`src/rtl/btn_pulse_gen_pkg.sv`:
```
// Shared constants for the button front end: channel FSM encoding and channel indices.
package btn_pulse_gen_pkg;
  localparam int NUM_CH = 3;

  localparam logic [1:0] ST_IDLE         = 2'd0;
  localparam logic [1:0] ST_PRESS_WAIT   = 2'd1;
  localparam logic [1:0] ST_HELD         = 2'd2;
  localparam logic [1:0] ST_RELEASE_WAIT = 2'd3;

  localparam int CH_UP     = 0;
  localparam int CH_DOWN   = 1;
  localparam int CH_CENTER = 2;

  typedef logic [NUM_CH-1:0] btn_vec_t;
endpackage

```
`src/rtl/btn_debounce_ch.sv`:
```
// One button channel: two-flop synchroniser, press/release debounce FSM, press-edge pulse.
module btn_debounce_ch
  import btn_pulse_gen_pkg::*;
#(
  parameter int DEBOUNCE_CYCLES = 2_000_000,
  parameter int CNT_W           = $clog2(DEBOUNCE_CYCLES)
) (
  input  logic clk,
  input  logic Rst,
  input  logic raw,
  output logic pulse,
  output logic level
);
  // DEBOUNCE_CYCLES=1 would give a zero-width counter; keep at least one bit.
  localparam int             CW      = (CNT_W < 1) ? 1 : CNT_W;
  localparam logic [CW-1:0]  CNT_MAX = CW'(DEBOUNCE_CYCLES - 1);

  logic          s1, s2;
  logic [1:0]    state;
  logic [CW-1:0] cnt;

  always_ff @(posedge clk) begin
    if (Rst) begin
      s1    <= 1'b0;
      s2    <= 1'b0;
      state <= ST_IDLE;
      cnt   <= '0;
      pulse <= 1'b0;
    end else begin
      s1    <= raw;
      s2    <= s1;
      pulse <= 1'b0;
      case (state)
        ST_IDLE: begin
          if (s2) begin
            state <= ST_PRESS_WAIT;
            cnt   <= '0;
          end
        end
        ST_PRESS_WAIT: begin
          if (!s2) begin
            state <= ST_IDLE;
            cnt   <= '0;
          end else if (cnt == CNT_MAX) begin
            state <= ST_HELD;
            pulse <= 1'b1;
          end else begin
            cnt <= cnt + 1'b1;
          end
        end
        ST_HELD: begin
          if (!s2) begin
            state <= ST_RELEASE_WAIT;
            cnt   <= '0;
          end
        end
        default: begin
          // release glitch returns to HELD without a new pulse
          if (s2)                  state <= ST_HELD;
          else if (cnt == CNT_MAX) state <= ST_IDLE;
          else                     cnt   <= cnt + 1'b1;
        end
      endcase
    end
  end

  assign level = (state == ST_HELD) || (state == ST_RELEASE_WAIT);
endmodule

```
`src/rtl/btn_pulse_gen.sv`:
```
// Debounced press pulses for BTNU/BTND/BTNC feeding the address sequencer controls.
module btn_pulse_gen
  import btn_pulse_gen_pkg::*;
#(
  parameter int DEBOUNCE_CYCLES = 2_000_000,
  parameter int CNT_W           = $clog2(DEBOUNCE_CYCLES)
) (
  input  logic       clk,
  input  logic       Rst,
  input  logic       btn_up,
  input  logic       btn_down,
  input  logic       btn_center,
  output logic       speed_up,
  output logic       speed_down,
  output logic       pause,
  output logic [2:0] btn_level
);
  btn_vec_t raw, pls, lvl;

  assign raw[CH_UP]     = btn_up;
  assign raw[CH_DOWN]   = btn_down;
  assign raw[CH_CENTER] = btn_center;

  // channels are independent; simultaneous pulses are left for the sequencer to arbitrate
  for (genvar g = 0; g < NUM_CH; g++) begin : g_ch
    btn_debounce_ch #(
      .DEBOUNCE_CYCLES(DEBOUNCE_CYCLES),
      .CNT_W          (CNT_W)
    ) u_ch (
      .clk  (clk),
      .Rst  (Rst),
      .raw  (raw[g]),
      .pulse(pls[g]),
      .level(lvl[g])
    );
  end

  assign speed_up   = pls[CH_UP];
  assign speed_down = pls[CH_DOWN];
  assign pause      = pls[CH_CENTER];
  assign btn_level  = lvl;
endmodule

```
`config.mk`:
```
export PLATFORM = sky130hd
export DESIGN_NAME = btn_pulse_gen
export DESIGN_NICKNAME = d
export VERILOG_FILES = /design/src/rtl/btn_pulse_gen_pkg.sv /design/src/rtl/btn_debounce_ch.sv /design/src/rtl/btn_pulse_gen.sv
export SDC_FILE = /design/constraint.sdc
export NUM_CORES = 1
export LEC_CHECK = 0
export CAP_MARGIN = 5
export CORE_MARGIN = 2
export CORE_UTILIZATION = 55
export DETAILED_ROUTE_END_ITERATION = 16
export GPL_TIMING_DRIVEN = 0
export HOLD_SLACK_MARGIN = 0.03
export PLACE_DENSITY = 0.85
export SYNTH_ARGS = -nofsm -noshare
export SYNTH_HDL_FRONTEND = slang
export SYNTH_HIERARCHICAL = 1
export SYNTH_SLANG_ARGS = --single-unit
```
`constraint.sdc`:
```
create_clock -name clk -period 1.9 [get_ports clk]
set_input_delay 0.38 -clock clk [delete_from_list [all_inputs] [get_ports clk]]
set_output_delay 0.38 -clock clk [all_outputs]
set_load 0.05 [all_outputs]
```
==> results of run 1 <==
power by group through the flow:
| stage | combinational, W | clock [W] | sequential, W |
|---|---|---|---|
| floorplan | 0.0000984 | 0 | 0.00170 |
| global placement | 0.000135 | 0 | 0.00170 |
| detailed placement | 0.000140 | 0 | 0.00170 |
| CTS | 0.000173 | 0.00111 | 0.00166 |
| global route | 0.000237 | 0.00117 | 0.00166 |
| finish | 0.000222 | 0.00108 | 0.00166 |
metrics by stage:
step                      utilization  total power (W)  TNS, ns  area, µm²
after floorplan                     -         0.001795        0       3980
after global placement         0.6082         0.001833   -15.27       4200
after detailed placement       0.6082         0.001839   -18.47       4200
after CTS                      0.6803         0.002939  -0.2520       4698
after global routing           0.7428         0.003069   -3.069       5130
final                          0.7428         0.002965  -0.8059       5130
path summary, 6_finish.rpt:
| kind | to | slack, ns | depth (start not counted) |
|---|---|---|---|
| worst max-delay path | g_ch[1].u_ch/cnt[7] | -0.11 | 8 |
| worst max register to register | g_ch[1].u_ch/cnt[7] | -0.11 | 8 |
| worst min-delay path | g_ch[1].u_ch/s2 | 0.44 | 1 |
| worst min register to register | g_ch[1].u_ch/s2 | 0.44 | 1 |
worst max-delay path: cells and delay by family, from the launching register on:
family	cells	cell delay [ns]
AND/OR/NAND/NOR	2	0.36
AO/OA/AOI/OAI	2	0.39
buffers and inverters	2	0.22
multiplexers	1	0.31
flip-flops	1	0.41
adder cells (fa/ha/maj)	1	0.19
metal layers:
metal / part of all wire / global-route usage
met5: 0 / 0
met1: 0.38 / 0.2756
met4: 0.036 / 0.07056
met2: 0.51 / 0.4369
met3: 0.066 / 0.06002
state kept, by name (all words and copies together), names as in the netlist, named ones only:
name,count
g_ch.u_ch/state,3
g_ch.u_ch/pulse,3
g_ch.u_ch/s1,3
g_ch.u_ch/cnt,63
g_ch.u_ch/s2,3
layout make-up:
| cell class | instances | area (µm²) | area share |
|---|---|---|---|
| Multi-Input combinational cell | 336 | 2648 | 0.5161 |
| Sequential cell | 78 | 1593 | 0.3105 |
| Timing Repair Buffer | 50 | 425.4 | 0.08293 |
| Clock buffer | 12 | 155.1 | 0.03024 |
| Tap cell | 96 | 120.1 | 0.02341 |
| Buffer | 13 | 111.4 | 0.02171 |
| Inverter | 14 | 70.07 | 0.01366 |
| Clock inverter | 1 | 7.507 | 0.001463 |
kinds of logic after synthesis:
kind of cell | after synthesis | share of synthesized area
AND/OR/NAND/NOR | 210 | 0.2932
AO/OA/AOI/OAI | 65 | 0.1272
adder cells (fa/ha/maj) | 15 | 0.04724
flip-flops | 78 | 0.3931
XOR/XNOR | 41 | 0.09040
multiplexers | 5 | 0.01323
buffers and inverters | 27 | 0.03559
cell usage in the layout (no fill, tap or decap), types with 7 or more instances in the layout:
master / netlist / final
sky130_fd_sc_hd__clkbuf_8: 0 / 11
sky130_fd_sc_hd__a21oi_1: 12 / 10
sky130_fd_sc_hd__dfxtp_4: 0 / 7
sky130_fd_sc_hd__dfxtp_1: 78 / 67
sky130_fd_sc_hd__buf_4: 5 / 39
sky130_fd_sc_hd__nand3_1: 26 / 23
sky130_fd_sc_hd__buf_6: 2 / 12
sky130_fd_sc_hd__o211ai_1: 17 / 17
sky130_fd_sc_hd__nand4_1: 23 / 23
sky130_fd_sc_hd__nand2_1: 30 / 25
sky130_fd_sc_hd__and2_1: 8 / 8
sky130_fd_sc_hd__and3_1: 13 / 13
sky130_fd_sc_hd__or4_1: 14 / 9
sky130_fd_sc_hd__inv_1: 14 / 8
sky130_fd_sc_hd__nor2_1: 56 / 53
sky130_fd_sc_hd__ha_4: 0 / 9
sky130_fd_sc_hd__xor2_1: 38 / 38
what timing repair did:
| item | 4_1_cts | 5_1_grt |
|---|---|---|
| buffers inserted | 14 | 24 |
| resized for setup | 70 | 71 |
| pin swaps | 19 | 47 |
| endpoints found under the setup margin | 66 | 61 |
| gates cloned | 2 | 0 |
==> Implementation_results.wiki, run 1 <==
{| class="wikitable"
! Metric !! Value
|-
| Leading cell type by number of instances after synthesis || sky130_fd_sc_hd__dfxtp_1
|-
| Final layout net count || approximately 520
|-
| Number of cell rows || 30
|-
| Largest fanout on the critical path || 5
|-
| CTS tree || built
|-
| Crit Path Class || reg -> reg
|-
| Filler instances || 451
|-
| Count of endpoints failing hold in the final timing report || 0
|-
| Post-Syn Area per Cell || 9.008 µm²
|-
| Largest net degree at the start of global routing || 22
|-
| Clock insertion delay at the later pin of the skew report || ~0.36 ns
|-
| Worst hold slack || around 0.44 ns
|-
| Final weighted congestion in routability-driven placement || 0.8177
|-
| Via total after detailed routing || 3764
|-
| Iteration count of the initial detailed-routing pass || 5
|-
| Congestion Overflow GR || 0
|-
| Post-detailed-placement half-perimeter wirelength || 5.508 mm
|-
| Count of endpoints failing setup in the final report || 16
|-
| Vias in the first global route || 3274
|-
| Number of flops mapped to enable cells by yosys || 0
|-
| Max Transition Viols Final || 0
|-
| Proportion of netlist area held by the largest area contributor || 0.3931
|-
| Post-synthesis net count || 461
|-
| Area of the die || 7918 µm²
|-
| Wire length of the first global-routing pass || 14.95 mm
|-
| Minimum setup slack in the final design || -0.1128 ns
|-
| ANT nets after route || 0
|-
| Failing checks || setup timing
|-
| Worst Max-Slew Pin Slew || 0.9010 ns
|-
| Part of the total power dissipated in sequential elements || 0.559
|-
| Hold path startpoint || g_ch[1].u_ch/s1
|-
| Dpl ws || -0.4858 ns
|-
| Number of max-cap violations || 0
|-
| Final clock skew || 0.01394 ns
|-
| Worst setup SP type || register
|-
| Post-synthesis instance area || around 4000 µm²
|-
| Number of CTS-inserted buffers || 9
|-
| Status || finished with violations
|-
| Net Switching || 0.0007020 W
|-
| Hold/Removal Path Class || reg -> reg
|-
| Via density per instance || between 6 and 7
|-
| Maximum buffer depth of the clock tree || 2
|-
| Number of H-tree levels || 3
|-
| Main synth FF type || sky130_fd_sc_hd__dfxtp_1
|-
| Initial cell density of the core || 0.5752
|-
| Count of pins on the block boundary || 11
|-
| Cell with the largest stage delay on the worst path || sky130_fd_sc_hd__dfxtp_4
|-
| Power density of the placed cells || 578.0 nW/µm²
|-
| Fraction of power consumed by combinational cells || 0.075
|-
| Yosys synthesis warning count || 6
|-
| Share of total power consumed by net switching || 0.2367
|-
| Aggregate global-route resource usage || 0.2392
|-
| Share of the yosys chip area belonging to registers || 0.3931
|-
| Root buffer cell || sky130_fd_sc_hd__clkbuf_8
|-
| Cell total after placement || 547
|-
| Post-detailed-routing wire length || 10.87 mm
|-
| Share of cells above drive strength 1 || 0.2956
|-
| Final cell count without fillers || 600
|-
| IR Drop Worst-Case VDD || around 470 µV
|-
| Period utilisation layout || 1.059
|-
| Clk network pwr share || 0.366
|-
| Shortest clock period the worst path allows after layout || 2.013 ns
|-
| Leakage power || slightly above 2 nW
|-
| Die span in y || 88.99 µm
|-
| FF+latch count, synth || 78
|-
| Setup crit end kind || register
|-
| TritonCTS Sinks || 78
|-
| Core region area || 6907 µm²
|-
| Clock transition at the registers of the reported paths || roughly 0.08 ns
|-
| Routed wirelength normalized by instance count || roughly 18 µm
|-
| Relative slew slack || 0.3993
|-
| Area delta synth->final || 29.13%
|-
| Crit path largest cell delay || 0.41 ns
|-
| # diodes || 0
|-
| Internal Dissipation || 0.002263 W
|-
| IO buf count || 10
|-
| Required time of the critical path || 2.14 ns
|-
| Number of antenna violations at the first check in global routing || 0
|-
| Achievable frequency || between 0.4 and 0.5 GHz
|-
| Yosys cell types || 51
|-
| Setup repair after global routing missed its margin || true
|-
| Arrival time worst endpoint || 2.25 ns
|-
| Top cells by area in the synthesized netlist || sky130_fd_sc_hd__dfxtp_1 39%, sky130_fd_sc_hd__xor2_1 8.4%, sky130_fd_sc_hd__nor2_1 5.3%, sky130_fd_sc_hd__ha_1 4.7%, sky130_fd_sc_hd__nand4_1 3.6%
|-
| Series of cell instances along the critical path || inv_2 > ha_4 > nor2b_4 > a21oi_4 > buf_6 > o211ai_1 > nor2_1 > mux2_4
|-
| Number of hold buffers added after cts || 0
|-
| X dimension of the die || 88.99 µm
|-
| Number of cells produced by synthesis || around 440
|-
| Count of unresolved DRC violations after routing || 0
|-
| Commonest cells post-synth || 78 x sky130_fd_sc_hd__dfxtp_1, 56 x sky130_fd_sc_hd__nor2_1, 38 x sky130_fd_sc_hd__xor2_1
|-
| Proportion of synthesized flip-flops having asynchronous set or reset || 0
|-
| Yosys top cell by area || sky130_fd_sc_hd__dfxtp_1
|-
| Detailed Route Iter0 Violations || around 280
|}
No activity file was read; power rests on OpenSTA's default activity.
==> inputs of run 2 (changes only) <==
--- a/config.mk
+++ b/config.mk
@@ -6,12 +6,13 @@
 export NUM_CORES = 1
 export LEC_CHECK = 0
 export CAP_MARGIN = 5
-export CORE_MARGIN = 2
+export CORE_MARGIN = 5
 export CORE_UTILIZATION = 55
 export DETAILED_ROUTE_END_ITERATION = 16
 export GPL_TIMING_DRIVEN = 0
 export HOLD_SLACK_MARGIN = 0.03
 export PLACE_DENSITY = 0.85
+export SLEW_MARGIN = 20
 export SYNTH_ARGS = -nofsm -noshare
 export SYNTH_HDL_FRONTEND = slang
 export SYNTH_HIERARCHICAL = 1
==> run 2 against run 1 <==
The flow still finishes with violations (setup timing). Wire length fell by 0.24%. Global-route usage down 2.6 points. Via count shrank 2.7%. Design area is 0.56% higher. Hold slack got worse by 0.023 ns. Register-to-register slack about the same. First-iteration DRC count fell by 30%. Sequential power hardly changed. Die area is 14% higher. Clock skew increased by 0.011 ns. Power rose by 9.7%. Clock power rose by 29%. Critical path type unchanged. Critical endpoint is now g_ch[0].u_ch/cnt[18].
==> Implementation_results.wiki, run 2 (synthesis results as in run 1) <==
{| class="wikitable"
! Metric !! Value
|-
| Status || finished with violations
|-
| Failing checks || setup timing
|-
| Leakage power || roughly 2 nW
|-
| Setup repair after global routing missed its margin || true
|-
| # diodes || 0
|-
| Worst R2R Path Depth || 8
|-
| Via total after detailed routing || 3661
|-
| Vias in the first global route || 3431
|-
| Routed wirelength normalized by instance count || between 15 and 20 µm
|-
| Largest net degree at the start of global routing || 22
|-
| Count of endpoints failing hold in the final timing report || 0
|-
| Number of antenna violations at the first check in global routing || 0
|-
| Commonest non-fill, non-tap cell in the layout || sky130_fd_sc_hd__dfxtp_1
|-
| Final clock skew || 0.02476 ns
|-
| Core region area || between 7000 and 8000 µm²
|-
| Count of endpoints failing setup in the final report || 27
|-
| Hold/Removal Path Class || reg -> reg
|-
| X dimension of the die || 94.99 µm
|-
| Worst Max-Slew Pin Slew || 0.8723 ns
|-
| Die span in y || between 90 and 100 µm
|-
| IO buf count || 10
|-
| Crit Path Class || reg -> reg
|-
| Post-detailed-placement half-perimeter wirelength || 5.629 mm
|-
| Net Switching || between 0.0007 and 0.0008 W
|-
| Post-detailed-routing wire length || roughly 11 mm
|-
| Largest fanout on the critical path || 5
|-
| Fraction of power consumed by combinational cells || 0.064
|-
| Via density per instance || 6.102
|-
| TritonCTS Sinks || 78
|-
| Area of the die || 9022 µm²
|-
| Power density of the placed cells || roughly 630 nW/µm²
|-
| Maximum buffer depth of the clock tree || 2
|-
| Iteration count of the initial detailed-routing pass || 5
|-
| Count of unresolved DRC violations after routing || 0
|-
| Number of cell rows || 31
|-
| Crit path from || g_ch[0].u_ch/state[0]
|-
| Aggregate global-route resource usage || 0.2132
|-
| Endpoint of the most critical register-to-register path || g_ch[0].u_ch/cnt[18]
|-
| Worst setup SP type || register
|-
| Detailed Route Iter0 Violations || slightly below 200
|-
| Internal Dissipation || 0.002500 W
|-
| Arrival time worst endpoint || 2.29 ns
|-
| Relative slew slack || 0.4185
|-
| Worst-case register-to-register setup slack || -0.12 ns
|-
| Final weighted congestion in routability-driven placement || 0.8474
|-
| Number of max-cap violations || 0
|-
| IR Drop Worst-Case VDD || slightly above 400 µV
|-
| Required time of the critical path || ~2.2 ns
|-
| Number of hold buffers added after cts || 0
|-
| End point of the most critical hold path || g_ch[0].u_ch/s2
|-
| Finished Core Util || 0.7228
|-
| Hold path startpoint || g_ch[0].u_ch/s1
|-
| Number of flip-flops under the largest register name || 63
|-
| Register with the highest flop count || g_ch.u_ch/cnt
|-
| Clk network pwr share || 0.426
|-
| Clock transition at the registers of the reported paths || ~0.10 ns
|-
| Startpoint of the most critical register-to-register path || g_ch[0].u_ch/state[0]
|-
| Worst hold path cell count || 1
|-
| Achievable frequency || 0.4952 GHz
|-
| Root buffer cell || sky130_fd_sc_hd__clkbuf_8
|-
| CTS tree || built
|-
| Final layout net count || 516
|-
| Commonest cells after routing, fill and taps aside || 66 x sky130_fd_sc_hd__dfxtp_1, 56 x sky130_fd_sc_hd__nor2_1, 37 x sky130_fd_sc_hd__xor2_1, 33 x sky130_fd_sc_hd__buf_4, 27 x sky130_fd_sc_hd__nand2_1
|-
| Count of pins on the block boundary || 11
|-
| Clock insertion delay at the later pin of the skew report || between 0.3 and 0.4 ns
|-
| ANT nets after route || 0
|-
| Initial cell density of the core || 0.5566
|-
| Share of cells above drive strength 1 || 0.2894
|-
| Share of total power consumed by net switching || 0.2310
|-
| Number of H-tree levels || 3
|-
| Congestion Overflow GR || 0
|-
| Period utilisation layout || 1.063
|-
| Wire length of the first global-routing pass || 15.26 mm
|-
| Setup crit end kind || register
|-
| Part of the total power dissipated in sequential elements || 0.510
|-
| Dpl ws || -0.4828 ns
|-
| Max Transition Viols Final || 0
|-
| Number of CTS-inserted buffers || 9
|-
| Minimum setup slack in the final design || -0.1195 ns
|-
| Shortest clock period the worst path allows after layout || ~2.0 ns
|-
| Area delta synth->final || 29.86%
|}
run 2: what timing repair did:
| item | 4_1_cts | 5_1_grt |
|---|---|---|
| setup buffers | 10 | 21 |
| gates resized for setup | 76 | 63 |
| setup endpoints to repair | 66 | 60 |
| gates cloned | 2 | 1 |
| pin swaps | 17 | 35 |
run 2: power by group through the flow:
stage	sequential [W]	clock [W]	combinational, W
6_report	0.00166	0.00139	0.000208
5_1_grt	0.00166	0.00148	0.000221
4_1_cts	0.00166	0.00138	0.000164
3_5_place_dp	0.00170	0	0.000140
3_3_place_gp	0.00170	0	0.000134
2_1_floorplan	0.00170	0	0.0000984
run 2: cell type report:
class / count / area [µm²]
multi-input cells: 336 / 2665
fillers: 446 / 1978
flip-flops and latches: 78 / 1594
repair buffers: 44 / 362.8
clock buffers: 12 / 145.1
plain buffers: 13 / 125.1
well taps: 99 / 123.9
inverters: 14 / 72.57
clock inverters: 4 / 70.07
run 2: critical path, cell delays in order (launching register included):
cell and delay [ns]:
sky130_fd_sc_hd__dfxtp_4 0.43, sky130_fd_sc_hd__inv_6 0.06, sky130_fd_sc_hd__ha_4 0.17, sky130_fd_sc_hd__o21bai_4 0.20, sky130_fd_sc_hd__a2111oi_4 0.46, sky130_fd_sc_hd__buf_4 0.24, sky130_fd_sc_hd__nand3_2 0.08, sky130_fd_sc_hd__xor2_1 0.19
sky130_fd_sc_hd__nor2_1 0.07
run 2: metrics by stage:
stage | total power [W] | instances | cell area (µm²) | setup TNS, ns | hold WS, ns
global placement | 0.001833 | 550 | 4204 | -14.76 | 0.4199
floorplan | 0.001795 | 441 | 3980 | 0 | 0.4138
global route | 0.003362 | 600 | 5159 | -4.450 | 0.4451
finish | 0.003252 | 600 | 5159 | -1.346 | 0.4215
detailed placement | 0.001839 | 550 | 4204 | -18.12 | 0.4265
CTS | 0.003202 | 578 | 4750 | -0.08565 | 0.4442
run 2: how the worst max path moves through the flow:
stage | endpoint | slack [ns] | depth (start not counted)
global route | g_ch[0].u_ch/cnt[17] | -0.25 | 8
CTS | btn_level[0] | -0.03 | 4
finish | g_ch[0].u_ch/cnt[18] | -0.12 | 8
detailed placement | g_ch[2].u_ch/cnt[10] | -0.48 | 5
floorplan | g_ch[2].u_ch/cnt[15] | 0.002 | 7
global placement | g_ch[2].u_ch/cnt[13] | -0.43 | 5
run 2: routing by layer:
metal | global-route usage | vias to the layer above | routed length [µm]
met5 | 0 | - | 0
met4 | 0.09615 | 0 | 374
met3 | 0.06295 | 40 | 718
met2 | 0.3682 | 158 | 5478
met1 | 0.2416 | 1760 | 4273
li1 | - | 1703 | -
